$ cat config.mk
export PLATFORM = sky130hd
export DESIGN_NAME = cpu_sequencer
export DESIGN_NICKNAME = d
export VERILOG_FILES = /design/src/rtl/cpu_sequencer.sv
export SDC_FILE = /design/constraint.sdc
export NUM_CORES = 1
export LEC_CHECK = 0
export ABC_AREA = 1
export CORE_ASPECT_RATIO = 0.9
export CORE_MARGIN = 2
export CORE_UTILIZATION = 45
export DETAILED_ROUTE_END_ITERATION = 8
export GPL_ROUTABILITY_DRIVEN = 0
export GPL_TIMING_DRIVEN = 1
export HOLD_SLACK_MARGIN = 0.1
export PLACE_DENSITY = 0.8
export SKIP_LAST_GASP = 1
export SLEW_MARGIN = 30
export SYNTH_ARGS = -nofsm -noshare
export SYNTH_HDL_FRONTEND = slang
export SYNTH_SLANG_ARGS = --single-unit
export TNS_END_PERCENT = 1
$ cat constraint.sdc
create_clock -name clk -period 1.54 [get_ports clk]
set_input_delay 0.462 -clock clk [delete_from_list [all_inputs] [get_ports clk]]
set_output_delay 0.462 -clock clk [all_outputs]
set_load 0.1 [all_outputs]
$ cat src/rtl/cpu_sequencer.sv
// cpu_sequencer: FETCH/DECODE/MEMWAIT/EXEC control FSM with memory-wait fault and retired-instruction counter.
// Optional single-step support is enabled by defining LUNA_SINGLE_STEP_EN.
module cpu_sequencer #(
    parameter int WAIT_MAX = 15
) (
    input  logic        clk,
    input  logic        rst,
    input  logic        i_start,
    input  logic        i_halt_req,
    input  logic        i_step,
    input  logic        i_uses_m,
    input  logic        i_jump_take,
    input  logic        i_dest_a,
    input  logic        i_dest_d,
    input  logic        i_dest_m,
    input  logic        i_mem_ack,
    output logic        o_ir_load,
    output logic        o_reg_a_en,
    output logic        o_reg_d_en,
    output logic        o_reg_m_en,
    output logic        o_pc_write,
    output logic        o_pc_inc,
    output logic        o_mem_req,
    output logic [2:0]  o_state,
    output logic        o_halted,
    output logic        o_fault,
    output logic [15:0] o_instr_count
);
    typedef enum logic [2:0] {
        S_IDLE    = 3'd0,
        S_FETCH   = 3'd1,
        S_DECODE  = 3'd2,
        S_MEMWAIT = 3'd3,
        S_EXEC    = 3'd4,
        S_FAULT   = 3'd5
    } state_t;

    localparam logic [7:0] LP_LAST = 8'(WAIT_MAX - 1);

    state_t      r_state, w_next;
    logic [7:0]  r_wait;
    logic [15:0] r_instr_count;
    logic        r_ir_load, r_reg_a_en, r_reg_d_en, r_reg_m_en;
    logic        r_pc_write, r_pc_inc, r_mem_req, r_halted, r_fault;
    logic        w_launch, w_step_active;

`ifdef LUNA_SINGLE_STEP_EN
    logic r_step;
    assign w_launch      = (i_start || i_step) && !i_halt_req;
    assign w_step_active = r_step;
    // flag only changes while idle, so it holds for the whole stepped instruction
    always_ff @(posedge clk) begin
        if (rst)
            r_step <= 1'b0;
        else if (r_state == S_IDLE)
            r_step <= i_step && !i_halt_req;
    end
`else
    logic w_unused_step;
    assign w_unused_step = i_step;
    assign w_launch      = i_start && !i_halt_req;
    assign w_step_active = 1'b0;
`endif

    always_ff @(posedge clk) begin
        if (rst)
            r_state <= S_IDLE;
        else
            r_state <= w_next;
    end

    always_comb begin
        w_next = r_state;
        case (r_state)
            S_IDLE:    w_next = w_launch ? S_FETCH : S_IDLE;
            S_FETCH:   w_next = S_DECODE;
            S_DECODE:  w_next = i_uses_m ? S_MEMWAIT : S_EXEC;
            S_MEMWAIT: w_next = i_mem_ack ? S_EXEC : (r_wait == LP_LAST) ? S_FAULT : S_MEMWAIT;
            S_EXEC:    w_next = (i_halt_req || w_step_active) ? S_IDLE : S_FETCH;
            S_FAULT:   w_next = S_FAULT;
            default:   w_next = S_IDLE;
        endcase
    end

    // outputs are registered against the next state so they line up with o_state
    always_ff @(posedge clk) begin
        if (rst) begin
            r_ir_load     <= 1'b0;
            r_reg_a_en    <= 1'b0;
            r_reg_d_en    <= 1'b0;
            r_reg_m_en    <= 1'b0;
            r_pc_write    <= 1'b0;
            r_pc_inc      <= 1'b0;
            r_mem_req     <= 1'b0;
            r_halted      <= 1'b1;
            r_fault       <= 1'b0;
            r_instr_count <= 16'd0;
            r_wait        <= 8'd0;
        end else begin
            r_ir_load  <= w_next == S_FETCH;
            r_reg_a_en <= w_next == S_EXEC && i_dest_a;
            r_reg_d_en <= w_next == S_EXEC && i_dest_d;
            r_reg_m_en <= w_next == S_EXEC && i_dest_m;
            r_pc_write <= w_next == S_EXEC && i_jump_take;
            r_pc_inc   <= w_next == S_EXEC && !i_jump_take;
            r_mem_req  <= w_next == S_MEMWAIT;
            r_halted   <= w_next == S_IDLE || w_next == S_FAULT;
            r_fault    <= w_next == S_FAULT;
            r_wait     <= (r_state == S_MEMWAIT && w_next == S_MEMWAIT) ? r_wait + 8'd1 : 8'd0;
            if (w_next == S_EXEC)
                r_instr_count <= r_instr_count + 16'd1;
        end
    end

    assign o_ir_load     = r_ir_load;
    assign o_reg_a_en    = r_reg_a_en;
    assign o_reg_d_en    = r_reg_d_en;
    assign o_reg_m_en    = r_reg_m_en;
    assign o_pc_write    = r_pc_write;
    assign o_pc_inc      = r_pc_inc;
    assign o_mem_req     = r_mem_req;
    assign o_state       = r_state;
    assign o_halted      = r_halted;
    assign o_fault       = r_fault;
    assign o_instr_count = r_instr_count;
endmodule

==> impl_summary.txt, run 1 <==
----------------------------------------------------
[Worst hold path]
  Hold Crit Class ... reg -> reg
  Worst Hold Path Cells ... 2

[Route]
  Post-Route WL ... around 4700 um
  Mean routed wirelength per cell ... approximately 13 um
  Number of optimization iterations in the first detailed-route pass ... 4
  Total number of vias ... 1902
  Starting DRT DRC Count ... approximately 150
  Routed Antenna Nets ... 0
  Via count normalized by instance count ... a little over 5
  Detailed-route DRC error count ... 0

[Logic synthesis]
  Mux share of post-synthesis cell area ... 0%
  Netlist Area Pre-Place ... 1850 sq um
  Mean post-synth cell area ... slightly above 7 sq um
  Area fraction in compound gates after synthesis ... about 5.9%
  Synthesis Warnings ... 0
  Yosys top cell by area ... sky130_fd_sc_hd__dfxtp_1
  Share of the synthesized netlist area taken by xor and xnor gates ... around 4.3%
  Register bit count reported by yosys ... 36
  Main combinational cell family by area after synthesis ... simple AND/OR/NAND/NOR gates
  Gate Count Post-Synth ... 262
  Seq/Total Area, Yosys ... about two fifths
  Number of nets produced by synthesis ... 276
  Share of the synthesized area in the top cell type ... between 30% and 40%
  Fraction of the mapped netlist area in adder cells ... between 2 and 2.5%
  Dominant cells by area after synthesis ... sky130_fd_sc_hd__dfxtp_1 (39%), sky130_fd_sc_hd__nand2_1 (12%), sky130_fd_sc_hd__nor2_1 (8.5%), sky130_fd_sc_hd__nand3_1 (7.3%), sky130_fd_sc_hd__inv_1 (6.3%)
  Fraction of the mapped netlist area in simple logic gates ... approximately two fifths
  Count of different cell masters after synthesis ... 24

[Clock tree]
  Clock latency on the worst-skew pair ... ~290 ps
  Clock tree buffer depth ... 2
  Clock Tree Root ... sky130_fd_sc_hd__clkbuf_8
  Number of buffers inserted during clock tree synthesis ... 5
  Clock H-tree levels ... 2
  TritonCTS clock tree ... yes
  Number of buffers inserted by hold repair at cts ... 0
  Clock Sink Count ... 36
  Clock slew seen by the registers of the worst setup and hold paths ... 80 ps

[Global route]
  Wire length of the first global-routing pass ... between 7000 and 8000 um
  Total congestion overflow ... 0
  Via count of the first global-routing pass ... 1839
  Initial antenna violation count ... 0
  Largest net degree at the start of global routing ... 20
  Global routing usage summed across all routing layers ... a little over a fifth

[Floorplanning]
  Total Die Area ... 4630 sq um
  Chip Width ... slightly above 70 um
  Core area ... approximately 4000 sq um
  I/O pin total ... 39
  Die height ... 64.8 um
  Number of placement rows ... 22
  Effective utilization at floorplan ... between 40% and 50%

[Pwr]
  Int Power ... ~1500 uW
  Lkg Pwr ... between 0.001 and 0.0015 uW
  Net switching share of the total power ... around 28%
  Proportion of power drawn by the clock network ... a little under a third
  Net switching power ... roughly 570 uW
  Share of power burned in registers ... between 40% and 50%
  Overall power consumption ... roughly 2000 uW
  Comb pwr share ... about 22%
  Max rail drop VDD ... around 0.00056 V
  Total power density per cell area ... 677 nW/um^2

[Critical path]
  Critical Path Sink Type ... flop
  Largest fanout on the critical path ... 5
  Crit path required time ... between 1500 and 2000 ps
  Kind of start point of the critical path ... flop
  Arrival time reported for the critical path endpoint ... 1790 ps
  Worst Path Class, Setup ... reg -> reg
  Worst-case reg-to-reg path depth ... 12

[STA]
  Endpoints failing setup ... 16
  Unrepaired setup endpoints after global routing ... true
  Time the worst path needs with I/O delays and setup ... roughly 1600 ps
  Maximum clock frequency ... around 0.63 GHz
  Final hold viol count ... 0
  Slew at the pin with the worst max-slew slack ... between 300 and 400 ps
  Final Cycle Share ... 103%
  Max-slew violations ... 0
  Post-route worst hold slack ... approximately 500 ps
  Worst-case clock skew ... 8.82 ps
  Slew headroom ... between 70% and 80%
  Worst-case setup margin in the final layout ... -41.6 ps

[Placed design]
  Post-place setup slack ... -390 ps
  HPWL reported at the end of detailed placement ... between 3000 and 4000 um
  Number of buffers added on ports ... 37
  Placed standard-cell area ... around 2700 sq um

[Finish]
  Filler cells ... 256
  Share of cells above drive strength 1 ... between 30% and 40%
  Cell area after layout ... between 3000 and 4000 sq um
  Area growth syn-to-layout ... 63.0%
  Most common library cell in the layout ignoring fill and taps ... sky130_fd_sc_hd__nand2_1
  Core Util, Final ... 74.9%
  Antenna diode count ... 0
  Highest-count cells in the layout ignoring fill and taps ... sky130_fd_sc_hd__nand2_1 (56), sky130_fd_sc_hd__nor2_1 (40), sky130_fd_sc_hd__buf_12 (32), sky130_fd_sc_hd__inv_1 (28)
  Number of nets at the end of the flow ... approximately 340

[Job]
  Count of maximum capacitance violations ... 0

[Outcome]
  Violated checks ... negative setup slack
  Result of the run ... finished, violations left

----------------------------------------------------
cells in the mapped netlist (all sizes together):
cell type,count
xnor2,2
xor2,7
buf,4
dfxtp,36
o21ai,3
nor3b,3
and3,1
a21oi,18
nand4,6
ha,3
nor3,4
inv,32
clkbuf,2
nand2,67
nand3,29
nor2,45
critical path, cell delays in order, from the launching register on:
cell,delay [ps]
sky130_fd_sc_hd__dfxtp_2,320
sky130_fd_sc_hd__inv_2,60
sky130_fd_sc_hd__ha_4,120
sky130_fd_sc_hd__nand2_2,40
sky130_fd_sc_hd__nor2_1,100
sky130_fd_sc_hd__nand2_1,90
sky130_fd_sc_hd__nand2_2,100
sky130_fd_sc_hd__nand2_4,70
sky130_fd_sc_hd__nor2_8,170
sky130_fd_sc_hd__buf_12,130
sky130_fd_sc_hd__buf_12,110
sky130_fd_sc_hd__nand3_2,60
sky130_fd_sc_hd__a21oi_1,140
path summary, 6_finish.rpt:
path / start / endpoint / slack (ps)
hold reg to reg: r_wait[3]$_SDFF_PP0_ / r_wait[3]$_SDFF_PP0_ / 490
setup reg to reg: r_wait[0]$_SDFF_PP0_ / o_instr_count[3]$_SDFFE_PP0N_ / -40
hold / removal: r_wait[3]$_SDFF_PP0_ / r_wait[3]$_SDFF_PP0_ / 490
setup / recovery: r_wait[0]$_SDFF_PP0_ / o_instr_count[3]$_SDFFE_PP0N_ / -40
power by group through the flow:
stage | logic (uW) | clock network (uW) | registers [uW]
detailed placement | 334 | 0 | 963
global placement | 330 | 0 | 962
global route | 477 | 698 | 943
floorplan | 110 | 0 | 1040
finish | 457 | 641 | 941
CTS | 432 | 661 | 941
layer usage:
metal / track usage [%] / up-vias / routed length [um]
li1: - / 964 / -
met3: 4.98 / 8 / 267
met2: 35.1 / 70 / 2340
met4: 7.55 / 0 / 77
met1: 26.4 / 860 / 2030
met5: 0 / - / 0
cell type report:
| class | instances | area [sq um] | area share (%) |
|---|---|---|---|
| multi-input cells | 188 | 1040 | 34.7 |
| well taps | 48 | 60.1 | 2.00 |
| flip-flops and latches | 36 | 776 | 25.8 |
| repair buffers | 65 | 930 | 30.9 |
| clock inverters | 1 | 5.00 | 0.166 |
| inverters | 32 | 120 | 3.99 |
| clock buffers | 7 | 76.3 | 2.54 |
repair_timing:
item                                   4_1_cts  5_1_grt
cloned                                       1        0
resized for setup                           10       20
buffers inserted                             8        1
endpoints found under the hold margin        0        0
pin swaps                                   11       15
setup endpoints to repair                   23       22
cells by family (layout without fill, tap and decap cells):
| group | Yosys count | after routing |
|---|---|---|
| buffers and inverters | 38 | 105 |
| XOR/XNOR | 9 | 9 |
| AND/OR/NAND/NOR | 155 | 155 |
| adder cells (fa/ha/maj) | 3 | 3 |
| AO/OA/AOI/OAI | 21 | 21 |
| flip-flops | 36 | 36 |
flip-flops by register name, indices dropped and copies added (netlist names):
register	count
r_wait	8
o_pc_inc	1
o_pc_write	1
o_mem_req	1
o_ir_load	1
o_state	3
o_halted	1
o_reg_d_en	1
o_instr_count	16
o_reg_m_en	1
o_reg_a_en	1
o_fault	1
through the flow:
| stage | cells | setup TNS (ps) |
|---|---|---|
| finish | 377 | -320 |
| global route | 377 | -1820 |
| CTS | 376 | -38.0 |
| detailed placement | 359 | -10460 |
| global placement | 359 | -9430 |
| floorplan | 262 | -392 |
No activity file was read; power rests on OpenSTA's default activity.
==> run 2: changes to the inputs <==
--- a/config.mk
+++ b/config.mk
@@ -14,6 +14,7 @@
 export GPL_TIMING_DRIVEN = 1
 export HOLD_SLACK_MARGIN = 0.1
 export PLACE_DENSITY = 0.8
+export SKIP_CTS_REPAIR_TIMING = 1
 export SKIP_LAST_GASP = 1
 export SLEW_MARGIN = 30
 export SYNTH_ARGS = -nofsm -noshare
==> run 2 against run 1 <==
Compared with the run above:
- the flow still finishes with violations (negative setup slack)
- worst hold slack lost 0.96 ps
- via count shrank 3.1%
- clock-buffer cell count is the same
- non-clock buffer count shrank 6
- global-route usage shrank 1.6 points
- routed wire length shrank 6.1%
- first-iteration DRC count shrank 25%
- sequential power is essentially flat
==> impl_summary.txt, run 2 (synthesized netlist as in run 1, its figures left out) <==
----------------------------------------------------
[Outcome]
  Result of the run ... finished, violations left (unchanged)
  Violated checks ... negative setup slack (unchanged)

[Finish]
  Number of nets at the end of the flow ... 336 (was 342)
  Share of cells above drive strength 1 ... 33.7% (was 35.9%)
  Highest-count cells in the layout ignoring fill and taps ... sky130_fd_sc_hd__nand2_1 (55), sky130_fd_sc_hd__nor2_1 (39), sky130_fd_sc_hd__buf_12 (30), sky130_fd_sc_hd__inv_1 (28), sky130_fd_sc_hd__nand3_1 (24) (was sky130_fd_sc_hd__nand2_1 (56), sky130_fd_sc_hd__nor2_1 (40), sky130_fd_sc_hd__buf_12 (32), sky130_fd_sc_hd__inv_1 (28))
  Antenna diode count ... 0 (unchanged)
  Most common library cell in the layout ignoring fill and taps ... sky130_fd_sc_hd__nand2_1 (unchanged)
  Area growth syn-to-layout ... 58.7% (was 63.0%)
  Number of flip-flops in the largest register ... 16 (unchanged)

[Critical path]
  Cell family with the largest share of critical-path delay ... simple AND/OR/NAND/NOR gates (unchanged)
  Critical Path, Cell by Cell ... inv_2 > ha_4 > nand2_2 > nor2_1 > nand2_1 > nand2_2 > nand2_4 > nor2_8 > clkbuf_16 > nand3_2 > a21oi_1 (was inv_2 > ha_4 > nand2_2 > nor2_1 > nand2_1 > nand2_2 > nand2_4 > nor2_8 > buf_12 > buf_12 > nand3_2 > a21oi_1)
  Dominant cell type by count on the critical path ... sky130_fd_sc_hd__nand2_2
  Arrival time reported for the critical path endpoint ... 1790 ps (about the same)
  Largest fanout on the critical path ... 6 (was 5)
  Crit path buf inv count ... 2 (was 3)
  Max incr delay on CP ... 320 ps (about the same)
  Kind of start point of the critical path ... flop (unchanged)
  Standard cell with the maximum stage delay on the critical path ... sky130_fd_sc_hd__dfxtp_2 (unchanged)
  Crit path required time ... 1750 ps (about the same)
  Worst Path Class, Setup ... reg -> reg (unchanged)
  Critical Path Sink Type ... flop (unchanged)

[STA]
  Final hold viol count ... 0 (unchanged)
  Slew at the pin with the worst max-slew slack ... 365 ps (was 329 ps)
  Unrepaired setup endpoints after global routing ... true (unchanged)
  Time the worst path needs with I/O delays and setup ... 1580 ps (about the same)
  Max-slew violations ... 0 (unchanged)
  Maximum clock frequency ... 0.634 GHz (was 0.632 GHz)
  Post-route worst hold slack ... 487 ps (was 488 ps)
  Setup TNS Final ... -225 ps (was -320 ps)
  Endpoints failing setup ... 13 (was 16)
  Worst-case clock skew ... 6.86 ps (was 8.82 ps)
  Worst-case setup margin in the final layout ... -38.0 ps (was -41.6 ps)
  Slew headroom ... 75.5% (was 77.9%)
  Final Cycle Share ... 102% (was 103%)

[Floorplanning]
  Core area ... 4020 sq um (unchanged)
  Number of placement rows ... 22 (unchanged)
  Effective utilization at floorplan ... 46.0% (unchanged)
  I/O pin total ... 39 (unchanged)
  Chip Width ... 71.5 um (unchanged)
  Die height ... 64.8 um (unchanged)
  Total Die Area ... 4630 sq um (unchanged)

[Global route]
  Total congestion overflow ... 0 (unchanged)
  Wire length of the first global-routing pass ... 7250 um (was 7800 um)
  Global routing usage summed across all routing layers ... 19.4% (was 21.0%)
  Via count of the first global-routing pass ... 1739 (was 1839)
  Initial antenna violation count ... 0 (unchanged)
  Largest net degree at the start of global routing ... 20 (unchanged)

[Route]
  Post-Route WL ... 4430 um (was 4720 um)
  Number of optimization iterations in the first detailed-route pass ... 4 (unchanged)
  Detailed-route DRC error count ... 0 (unchanged)
  Total number of vias ... 1843 (was 1902)
  Via count normalized by instance count ... 4.97 (was 5.05)
  Routed Antenna Nets ... 0 (unchanged)
  Starting DRT DRC Count ... 111 (was 148)
  Mean routed wirelength per cell ... 11.9 um (was 12.5 um)

[Clock tree]
  Number of buffers inserted during clock tree synthesis ... 5 (unchanged)
  Clock H-tree levels ... 2 (unchanged)
  Clock latency on the worst-skew pair ... 290 ps (about the same)
  Clock slew seen by the registers of the worst setup and hold paths ... 70 ps (was 80 ps)
  Clock Sink Count ... 36 (unchanged)
  TritonCTS clock tree ... yes (unchanged)
  Clock tree buffer depth ... 2 (unchanged)
  Clock Tree Root ... sky130_fd_sc_hd__clkbuf_8 (unchanged)

[Worst hold path]
  Hold Crit Class ... reg -> reg (unchanged)

[Placed design]
  HPWL reported at the end of detailed placement ... 3200 um (unchanged)
  Number of buffers added on ports ... 37 (unchanged)

[Pwr]
  Max rail drop VDD ... 0.000569 V (was 0.000556 V)
  Lkg Pwr ... 0.00118 uW (about the same)
  Total power density per cell area ... 674 nW/um^2 (was 677 nW/um^2)

[Job]
  Count of maximum capacitance violations ... 0 (unchanged)

----------------------------------------------------
[run 2: area by class of cell]
cell class | count | area, sq um
inverter | 32 | 120
clock inverter | 1 | 5.00
timing repair buffer | 59 | 872
sequential | 36 | 776
tap | 48 | 60.1
fill | 285 | 1090
clock buffer | 7 | 76.3
multi-input combinational | 188 | 1020
[run 2: worst min-delay path, stage by stage (launching register included)]
cell and delay, ps:
sky130_fd_sc_hd__dfxtp_1 320, sky130_fd_sc_hd__nand2_1 70, sky130_fd_sc_hd__a21oi_1 50
[run 2: path summary, 6_finish.rpt]
check | startpoint | to | slack (ps) | cells after the start
setup / recovery | r_wait[0]$_SDFF_PP0_ | o_instr_count[3]$_SDFFE_PP0N_ | -40 | 11
hold / removal | r_wait[3]$_SDFF_PP0_ | r_wait[3]$_SDFF_PP0_ | 490 | 2
setup reg to reg | r_wait[0]$_SDFF_PP0_ | o_instr_count[3]$_SDFFE_PP0N_ | -40 | 11
hold reg to reg | r_wait[3]$_SDFF_PP0_ | r_wait[3]$_SDFF_PP0_ | 490 | 2
[run 2: power breakdown]
part           leakage [uW]  internal [uW]  switching (uW)
sequential         0.000304            925            16.2
combinational      0.000831            178             210
clock             0.0000422            317             329
total               0.00118           1420             555
[run 2: layer usage]
metal	part of all wire (%)	up-vias	track usage [%]
li1	-	949	-
met1	46	830	24.2
met2	48	57	32.9
met3	4.9	7	4.51
met4	1.6	0	6.37
met5	0	-	0
[run 2: through the flow]
| stage | std cells | instance area [sq um] | setup WS, ps | total power [uW] | utilization, % |
|---|---|---|---|---|---|
| 6_report | 371 | 2930 | -38.0 | 1970 | 72.9 |
| 3_3_place_gp | 359 | 2720 | -351 | 1290 | 67.6 |
| 2_1_floorplan | 262 | 1900 | -48.6 | 1150 | - |
| 3_5_place_dp | 359 | 2720 | -390 | 1300 | 67.6 |
| 5_1_grt | 371 | 2930 | -119 | 2050 | 72.9 |
| 4_1_cts | 367 | 2800 | -86.0 | 1940 | 69.6 |
